==> src/rtl/ysyx_icache_pkg.sv <==
// ysyx_icache_pkg: shared definitions for the IFU instruction cache.
//   - FSM state encoding
//   - line geometry (words per line, byte-offset width)
//   - default cacheable window, alongside the bus address map
package ysyx_icache_pkg;

    localparam int unsigned WORDS_PER_LINE = 4;
    localparam int unsigned OFFSET_W       = 4;  // byte offset within a 16-byte line
    localparam int unsigned WORD_IDX_W     = 2;  // word select within a line

    // Cacheable window defaults (flash/SDRAM region of the bus map).
    localparam logic [31:0] ICACHE_LO_DEFAULT = 32'h3000_0000;
    localparam logic [31:0] ICACHE_HI_DEFAULT = 32'h3fff_ffff;

    typedef enum logic [1:0] {
        StIdle   = 2'd0,
        StRefill = 2'd1,
        StBypass = 2'd2,
        StResp   = 2'd3
    } icache_state_e;

endpackage

==> src/rtl/ysyx_icache_array.sv <==
// ysyx_icache_array: valid/tag/data storage for the direct-mapped icache.
// Ports:
//   clk, rst     clock, synchronous active-high reset (clears valid bits)
//   flush        clear every valid bit at the next edge; wins over a write
//   rd_index     combinational read port: rd_valid, rd_tag, rd_line
//   wr_*         one-line write port (tag, valid bit, full line of data)
module ysyx_icache_array import ysyx_icache_pkg::*; #(
    parameter int unsigned SET_W  = 4,
    parameter int unsigned TAG_W  = 24,
    parameter int unsigned DATA_W = 32
) (
    input  logic                                    clk,
    input  logic                                    rst,
    input  logic                                    flush,
    input  logic [SET_W-1:0]                        rd_index,
    output logic                                    rd_valid,
    output logic [TAG_W-1:0]                        rd_tag,
    output logic [WORDS_PER_LINE-1:0][DATA_W-1:0]   rd_line,
    input  logic                                    wr_en,
    input  logic [SET_W-1:0]                        wr_index,
    input  logic [TAG_W-1:0]                        wr_tag,
    input  logic                                    wr_valid,
    input  logic [WORDS_PER_LINE-1:0][DATA_W-1:0]   wr_line
);

    localparam int unsigned SETS = 2 ** SET_W;

    logic [SETS-1:0]                          valid_q;
    logic [TAG_W-1:0]                         tag_q  [SETS];
    logic [WORDS_PER_LINE-1:0][DATA_W-1:0]    data_q [SETS];

    always_ff @(posedge clk) begin
        if (rst || flush) begin
            valid_q <= '0;
        end else if (wr_en) begin
            valid_q[wr_index] <= wr_valid;
        end
    end

    // Tag/data carry no reset; they are meaningless while the valid bit is 0.
    always_ff @(posedge clk) begin
        if (wr_en) begin
            tag_q[wr_index]  <= wr_tag;
            data_q[wr_index] <= wr_line;
        end
    end

    assign rd_valid = valid_q[rd_index];
    assign rd_tag   = tag_q[rd_index];
    assign rd_line  = data_q[rd_index];

endmodule

==> src/rtl/ysyx_icache.sv <==
// ysyx_icache: direct-mapped instruction cache between IFU and the bus arbiter.
// Ports:
//   clk, rst                 clock, synchronous active-high reset
//   req_valid, req_addr      fetch request (held until rsp_valid)
//   rsp_valid, rsp_inst      one-cycle response pulse with the instruction
//   fence_i                  invalidate all lines
//   mem_araddr, mem_arvalid  single-beat read request to the arbiter
//   mem_rdata, mem_rvalid    read data from the arbiter, one word per pulse
//   hit_cnt, miss_cnt        cacheable hit/miss counters (wrapping)
module ysyx_icache import ysyx_icache_pkg::*; #(
    parameter int unsigned       ADDR_W   = 32,
    parameter int unsigned       DATA_W   = 32,
    parameter int unsigned       SET_W    = 4,
    parameter logic [ADDR_W-1:0] CACHE_LO = ICACHE_LO_DEFAULT,
    parameter logic [ADDR_W-1:0] CACHE_HI = ICACHE_HI_DEFAULT
) (
    input  logic              clk,
    input  logic              rst,
    input  logic              req_valid,
    input  logic [ADDR_W-1:0] req_addr,
    output logic              rsp_valid,
    output logic [DATA_W-1:0] rsp_inst,
    input  logic              fence_i,
    output logic [ADDR_W-1:0] mem_araddr,
    output logic              mem_arvalid,
    input  logic [DATA_W-1:0] mem_rdata,
    input  logic              mem_rvalid,
    output logic [31:0]       hit_cnt,
    output logic [31:0]       miss_cnt
);

    localparam int unsigned TAG_W  = ADDR_W - SET_W - OFFSET_W;
    localparam int unsigned LINE_W = ADDR_W - OFFSET_W;

    typedef logic [WORDS_PER_LINE-1:0][DATA_W-1:0] line_t;

    icache_state_e           state_q;
    logic [LINE_W-1:0]       line_addr_q;   // line-aligned miss address
    logic [WORD_IDX_W-1:0]   word_q;        // requested word of the miss
    logic [WORD_IDX_W-1:0]   beat_q;
    line_t                   line_buf_q;
    logic                    pend_flush_q;

    // Request decode and hit detection (combinational on req_addr).
    logic [TAG_W-1:0]        req_tag;
    logic [SET_W-1:0]        req_index;
    logic [WORD_IDX_W-1:0]   req_word;
    logic                    cacheable;
    logic                    rd_valid;
    logic [TAG_W-1:0]        rd_tag;
    line_t                   rd_line;
    logic                    hit;

    assign req_tag   = req_addr[ADDR_W-1 -: TAG_W];
    assign req_index = req_addr[OFFSET_W +: SET_W];
    assign req_word  = req_addr[2 +: WORD_IDX_W];
    assign cacheable = (req_addr >= CACHE_LO) && (req_addr <= CACHE_HI);
    assign hit       = cacheable && rd_valid && (rd_tag == req_tag);

    // Refill completion and the assembled line including the final beat.
    logic  refill_last;
    line_t fill_line;
    logic  flush;
    logic  flush_pending;

    assign refill_last   = (state_q == StRefill) && mem_rvalid && (beat_q == 2'd3);
    assign flush_pending = pend_flush_q || fence_i;

    always_comb begin
        fill_line         = line_buf_q;
        fill_line[beat_q] = mem_rdata;
    end

    // A fence seen during a refill is deferred to the refill's final edge so the
    // line being filled cannot end up valid with a stale view of memory.
    always_comb begin
        flush = 1'b0;
        if (state_q == StRefill) begin
            flush = refill_last && flush_pending;
        end else begin
            flush = fence_i;
        end
    end

    ysyx_icache_array #(
        .SET_W  (SET_W),
        .TAG_W  (TAG_W),
        .DATA_W (DATA_W)
    ) u_array (
        .clk      (clk),
        .rst      (rst),
        .flush    (flush),
        .rd_index (req_index),
        .rd_valid (rd_valid),
        .rd_tag   (rd_tag),
        .rd_line  (rd_line),
        .wr_en    (refill_last && !rst),
        .wr_index (line_addr_q[SET_W-1:0]),
        .wr_tag   (line_addr_q[LINE_W-1 -: TAG_W]),
        .wr_valid (!flush_pending),
        .wr_line  (fill_line)
    );

    always_ff @(posedge clk) begin
        if (rst) begin
            state_q      <= StIdle;
            line_addr_q  <= '0;
            word_q       <= '0;
            beat_q       <= '0;
            line_buf_q   <= '0;
            pend_flush_q <= 1'b0;
            rsp_valid    <= 1'b0;
            rsp_inst     <= '0;
            mem_arvalid  <= 1'b0;
            mem_araddr   <= '0;
            hit_cnt      <= '0;
            miss_cnt     <= '0;
        end else begin
            unique case (state_q)
                StIdle: begin
                    if (req_valid) begin
                        if (hit) begin
                            rsp_inst  <= rd_line[req_word];
                            rsp_valid <= 1'b1;
                            hit_cnt   <= hit_cnt + 32'd1;
                            state_q   <= StResp;
                        end else if (cacheable) begin
                            line_addr_q  <= req_addr[ADDR_W-1:OFFSET_W];
                            word_q       <= req_word;
                            beat_q       <= '0;
                            pend_flush_q <= 1'b0;
                            miss_cnt     <= miss_cnt + 32'd1;
                            mem_arvalid  <= 1'b1;
                            mem_araddr   <= {req_addr[ADDR_W-1:OFFSET_W], {OFFSET_W{1'b0}}};
                            state_q      <= StRefill;
                        end else begin
                            mem_arvalid <= 1'b1;
                            mem_araddr  <= req_addr;
                            state_q     <= StBypass;
                        end
                    end
                end
                StRefill: begin
                    if (fence_i) begin
                        pend_flush_q <= 1'b1;
                    end
                    if (mem_rvalid) begin
                        line_buf_q[beat_q] <= mem_rdata;
                        beat_q             <= beat_q + 2'd1;
                        if (beat_q == 2'd3) begin
                            mem_arvalid  <= 1'b0;
                            rsp_inst     <= fill_line[word_q];
                            rsp_valid    <= 1'b1;
                            pend_flush_q <= 1'b0;
                            state_q      <= StResp;
                        end else begin
                            mem_araddr <= {line_addr_q, beat_q + 2'd1, 2'b00};
                        end
                    end
                end
                StBypass: begin
                    if (mem_rvalid) begin
                        mem_arvalid <= 1'b0;
                        rsp_inst    <= mem_rdata;
                        rsp_valid   <= 1'b1;
                        state_q     <= StResp;
                    end
                end
                StResp: begin
                    rsp_valid <= 1'b0;
                    state_q   <= StIdle;
                end
                default: state_q <= StIdle;
            endcase
        end
    end

endmodule
==> config.mk <==
export PLATFORM = sky130hd
export DESIGN_NAME = ysyx_icache
export DESIGN_NICKNAME = d
export VERILOG_FILES = /design/src/rtl/ysyx_icache_pkg.sv /design/src/rtl/ysyx_icache_array.sv /design/src/rtl/ysyx_icache.sv
export SDC_FILE = /design/constraint.sdc
export NUM_CORES = 2
export LEC_CHECK = 0
export BUFFER_PORTS_ARGS = -buffer_cell sky130_fd_sc_hd__buf_2
export CAP_MARGIN = 20
export CORE_AREA = 2 2 427 429
export DETAILED_ROUTE_END_ITERATION = 10
export DIE_AREA = 0 0 429 431
export PLACE_DENSITY_LB_ADDON = 0.08
export SYNTH_ARGS = -nofsm -noshare
export SYNTH_HDL_FRONTEND = slang
export SYNTH_SLANG_ARGS = --single-unit
==> constraint.sdc <==
create_clock -name clk -period 15.1 [get_ports clk]
set_clock_uncertainty 0.2 [all_clocks]
set_input_delay 1.51 -clock clk [delete_from_list [all_inputs] [get_ports clk]]
set_output_delay 1.51 -clock clk [all_outputs]
set_load 0.005 [all_outputs]
Word level (Yosys, flattened, before mapping). Memories as Yosys holds them, arrays and structs flattened. Index checks and enable logic that the tools add are counted.

Memories: 2. Output and inout port bits: 130. Input bits: 69. Register bits: 309. Memory bits (writable): 2432. Logic and storage cells: 128.

$lt $le $gt $ge: 9. Bitwise gates (word level): 1. Reductions and logical operators: 26. Multiplexer cells: 58. Equal/unequal tests: 13. Add/sub/neg operators: 3.

Memories: u_array.data_q (words 16, width 128, read ports 1, clocked after memory_dff 0, wr ports 1, line ysyx_icache_array.sv:30) `logic [WORDS_PER_LINE-1:0][DATA_W-1:0] data_q [SETS];`; u_array.tag_q (words 16, width 24, read ports 1, clocked after memory_dff 0, wr ports 1, line ysyx_icache_array.sv:29) `logic [TAG_W-1:0] tag_q [SETS];`.

Operator list (count): 32-bit 2-to-1 mux (12); 32-bit binary-select mux with 2-bit select (2); 128-bit bitwise mux (1); 32-bit case mux with 3 select lines (1); 32-bit by 1-bit adder with 32-bit output (second input constant) (2); 32-bit demux with 2-bit select (1); 32-bit case mux with 2 select lines (1); 32-bit by 30-bit greater-or-equal comparator with 1-bit output (second input constant) (1); 32-bit by 30-bit less-or-equal comparator with 1-bit output (second input constant) (1); 24-bit equality test (1); 1-bit 2-to-1 mux (21); 2-bit 2-to-1 mux (10); 16-bit bitwise mux (1); 5-bit AND reduction (3); 2-bit inequality test (second input constant) (7); 4-bit AND reduction (3); 6-bit AND reduction (2); 4-bit by 5-bit < comparator with 1-bit output (second input constant) (2); 1-bit logical AND (9); 2-bit by 3-bit < comparator with 1-bit output (second input constant) (3); 2-bit case mux with 4 select lines (1); 2-bit equality test (second input constant) (3); 1-bit binary-select mux with 4-bit select (1); 1-bit demux with 4-bit select (1); other kinds (18) (20).

Depth between registers and ports, before layout.
Depth in word-level cells: 10. Mapped depth: 18. Gate-level depth less buffers: 10.

By module. Synthesis repeated with hierarchy kept, for this count alone.

Cell total of the unflattened synthesis: 5728. Area, all modules: 107892.2 um^2.

By module, submodules not included: ysyx_icache_array (sequential area each 73350.3 um^2, area each 92401.1 um^2, instances 1, cells an instance 3954); ysyx_icache (sequential area each 5865.6 um^2, area each 15491.1 um^2, instances 1, cells an instance 1774).

Worst setup path after synthesis. OpenSTA, ideal clock, no wires.

Path kind: in2reg. Start point: in mem_rvalid. End point: mem u_array.data_q[1][0] (netlist bit), enable pin. Arrival time: 12790 ps. Cell stages on the path: 6. Setup slack: 1258 ps. Data required time: 14049 ps. Path buffers: 0. Setup time: 851 ps. Path through: inv_1 nor2_1 nand2_1 nor2_1 nand3b_1 nor3_1.

Cells in the longest elaborated chain, start to end: 5.

RTL lines: start: declaration (line ysyx_icache.sv:27) `input logic mem_rvalid,`; 1-bit logical AND (2 in series) (line ysyx_icache.sv:66) `assign refill_last = (state_q == StRefill) && mem_rvalid && (beat_q == 2'd3);`; 1-bit logical AND (line ysyx_icache.sv:97) `.wr_en (refill_last && !rst),`; 1-bit 2-to-1 mux (line ysyx_icache_array.sv:42) `if (wr_en) begin`; 1-bit 2-to-1 mux (not written as such) (line ysyx_icache_array.sv:44) `data_q[wr_index] <= wr_line;`; end: declaration (line ysyx_icache_array.sv:30).

No other way between the ends.

Final worst setup path.
Start point: in req_addr[6]. End point: reg rsp_inst[15].

Cells in the longest elaborated chain, start to end: 6. Elaborated cells between the ends (all ways): 17. Those cells by class: order compare: 2; eq/ne: 2; mux: 7; reduce/logical: 4; memory: 2.

RTL lines: start: declaration (line ysyx_icache.sv:20) `input logic [ADDR_W-1:0] req_addr,`; 32-bit by 30-bit greater-or-equal comparator with 1-bit output, or another cell as far along (line ysyx_icache.sv:57) `assign cacheable = (req_addr >= CACHE_LO) && (req_addr <= CACHE_HI);`; 1-bit logical AND, or another cell as far along (line ysyx_icache.sv:57); 1-bit logical AND or 32-bit 2-to-1 mux (tied branches) (line ysyx_icache.sv:58, ysyx_icache.sv:123); 1-bit logical AND or 32-bit 2-to-1 mux (tied branches) (line ysyx_icache.sv:58, ysyx_icache.sv:122); 2-bit inequality test (no source line) or 32-bit 2-to-1 mux (tied branches); 6-bit AND reduction (no source line) or 32-bit case mux with 3 select lines (tied branches); end signal: assignment (line ysyx_icache.sv:123) `rsp_inst <= rd_line[req_word];`; end signal: assignment (line ysyx_icache.sv:152) `rsp_inst <= fill_line[word_q];`; end signal: assignment (line ysyx_icache.sv:164) `rsp_inst <= mem_rdata;`; end: declaration (line ysyx_icache.sv:22) `output logic [DATA_W-1:0] rsp_inst,`.

Several ways; a longest one is shown, not always the timed one. The select of a mux whose other input is x is not followed. A chain may end at the register's enable or synchronous reset.

==> flow_metrics.tcl <==
set metrics [dict create \
    hold_viol 0 \
    clock_latency_ns 0.92 \
    synthCells 5315 \
    yosys.cell_types.count 72 \
    cap_violations 0 \
    die_w_um 429 \
    grt_pass1_vias 55202 \
    place.gp.congestion 0.802 \
    cts_sinks 2741 \
    final_util 0.670 \
    slew_violations 0 \
    routed_wl_um 267000 \
    async_flop_share 0 \
    finalSetupTns_ns 0 \
    fmax_mhz 140 \
    synth_top_cells_by_area "edfxtp_1 (68%), mux4_2 (16%), dfxtp_1 (5.8%)" \
    final_cell_mix "edfxtp_1 (2,432), mux4_2 (760), dfxtp_1 (307), clkbuf_16 (304), nor2_1 (278)" \
    clkPwrFrac 0.399 \
    post_cts_buffers 0 \
    period_share 0.473 \
    dieHeight_um 431 \
    sw_frac_of_total 0.234 \
    post_cts_resized 0 \
    p_seq_frac 0.500 \
    ctsHoldBuffers 0 \
    fillers 11563 \
    comb_power_share 0.101 \
    clk_pin_slew_ns 0.06 \
    start_util 0.597 \
    grt_max_degree 180 \
    cts_tree "done" \
    viasPerCell 6.75 \
    hold_class "reg2reg" \
    cp_data_required_time_ns 15.68 \
    ys.flop_type "edfxtp_1" \
    timing.hold.ws_ns 0.263 \
    synth_top_area_share 0.679 \
    status "completed" \
    yosysTopAreaCell "edfxtp_1" \
    p_leak_nw 40.1 \
    rsz0062_at_grt "no" \
    dp_hpwl_um 129000 \
    ios 199 \
    antenna_found_initial 14 \
    drive_gt1_frac 0.294 \
    yosysWarnings 0 \
    synth_nets 5395 \
    cts_root_buffer "clkbuf_16" \
    seq_area_frac_synth 0.736 \
    area_growth_pct 12.3 \
    gr-total-overflow 0 \
    die_area_mm2 0.185 \
    grt_pass1_wl_um 387000 \
    peakVddDrop_mv 0.121 \
    setup_violations 0 \
    vias 55177 \
    min_period_ns 7.15 \
    detail_route.wl_per_cell_um 32.7 \
    detail-route-antenna-nets 0 \
    finalNetCount 5668 \
    h-tree-depth 5 \
    multi_input_area_mm2 0.0272 \
    post-route-drc-count 0 \
    syn_avg_cell_area_um2 20.2 \
    startpoint_type "input pin" \
    firstDrtPassIters 6 \
    internal-power_mw 13.2 \
    netlist_area_mm2 0.108 \
    ys_seq_elements 2741 \
    power.switching_mw 4.05 \
    core_mm2 0.180 \
    worst-path-max-fanout 96 \
    rows 156 \
    clockBufferDepth 4 \
    place.port_buffers 198 \
    crit_path_end_kind "flop" \
    area.sequential_mm2 0.0792 \
    layout_commonest_cell "edfxtp_1" \
    drt_iter0_drc 6482 \
    synth_edf_count 2432 \
    critPathKind "in2reg" \
    worstMarginPinSlew_ns 1.18 \
    maxSlewHeadroom 0.214 \
    track_usage 0.291 \
    numCtsBuffers 295 \
    crit_arrival_ns 7.73 \
    power_density_mw_per_mm2 143 \
]
## synthesized netlist by cell type (50+ instances only)
library cell / n
edfxtp_1: 2432
mux4_2: 760
dfxtp_1: 309
nor2_1: 294
clkbuf_1: 218
mux2_2: 189
nor3_1: 150
mux2i_1: 125
nand2_1: 102
a21oi_1: 99
buf_1: 75
nor2b_1: 50
## critical path, cell delays in order
cell and delay, ns:
buf_8 0.49, buf_12 0.55, buf_4 0.91, mux4_2 0.42, mux2i_1 0.19, xor2_1 0.16
nand4_1 0.11, or4_1 0.53, a2111o_1 0.49, nor3_2 0.19, buf_4 0.23, o21ai_0 0.19
nor2_4 0.13, buf_4 0.74, mux2_2 0.41
## final timing paths
| kind | startpoint | slack, ns | to | depth (start not counted) |
|---|---|---|---|---|
| setup / recovery | req_addr[6] | 7.95 | rsp_inst[15]$_SDFFE_PP0P_ | 15 |
| hold / removal | u_array.valid_q[13]$_SDFFE_PP0P_ | 0.26 | u_array.valid_q[13]$_SDFFE_PP0P_ | 1 |
| setup reg to reg | state_q[1]$_SDFFE_PP0P_ | 8.46 | u_array.data_q[14][80]$_DFFE_PP_ | 12 |
| hold reg to reg | u_array.valid_q[13]$_SDFFE_PP0P_ | 0.26 | u_array.valid_q[13]$_SDFFE_PP0P_ | 1 |
## per-layer routing
layer	GRT usage	routed length (um)
met1	0.416	107000
met2	0.469	131000
met3	0.0522	22000
met4	0.0809	6890
met5	0	113
## logic make-up (layout without fill, tap and decap cells)
group,after synthesis,count (layout),share of synthesized area
AOI/OAI and AO/OA,352,352,0.0230
other,0,1,0
and+or+nand+nor,736,736,0.0322
buffers and inverters,366,852,0.0137
muxes,1074,1074,0.191
adders and majority gates,11,11,0.00128
xor gates and xnor gates,35,35,0.00285
DFF,2741,2741,0.736
## state kept, by name (all words and copies together) (netlist names), 16 cells and up
name	count
hit_cnt	32
line_addr_q	28
line_buf_q	128
mem_araddr	32
miss_cnt	32
rsp_inst	32
u_array.data_q	2048
u_array.tag_q	384
u_array.valid_q	16
## power groups by stage
stage	Combinational [mW]	Sequential [mW]	Clock [mW]
6_report	1.75	8.65	6.90
2_1_floorplan	1.06	8.76	0
4_1_cts	1.74	8.65	7.01
3_3_place_gp	1.70	8.80	0
5_1_grt	1.86	8.66	7.31
3_5_place_dp	1.73	8.81	0
## final cells by class
class / instances / area share
Inverter: 39 / 0.00128
Sequential cell: 2741 / 0.656
Clock inverter: 99 / 0.00733
Multi-Input combinational cell: 2208 / 0.225
Clock buffer: 411 / 0.0688
Tap cell: 2370 / 0.0246
Antenna cell: 1 / 0.0000207
Timing Repair Buffer: 303 / 0.0170
## metrics by stage
| step | cell area, um^2 | setup slack [ns] | power [mW] | cells |
|---|---|---|---|---|
| 2_1_floorplan | 108000 | 1.26 | 9.82 | 5315 |
| 3_3_place_gp | 111000 | 7.21 | 10.5 | 7657 |
| 3_5_place_dp | 112000 | 7.13 | 10.5 | 7659 |
| 4_1_cts | 121000 | 8.07 | 17.4 | 8169 |
| 5_1_grt | 121000 | 7.87 | 17.8 | 8171 |
| 6_report | 121000 | 7.95 | 17.3 | 8172 |
Note: power is estimated with default switching activity, not from simulation.
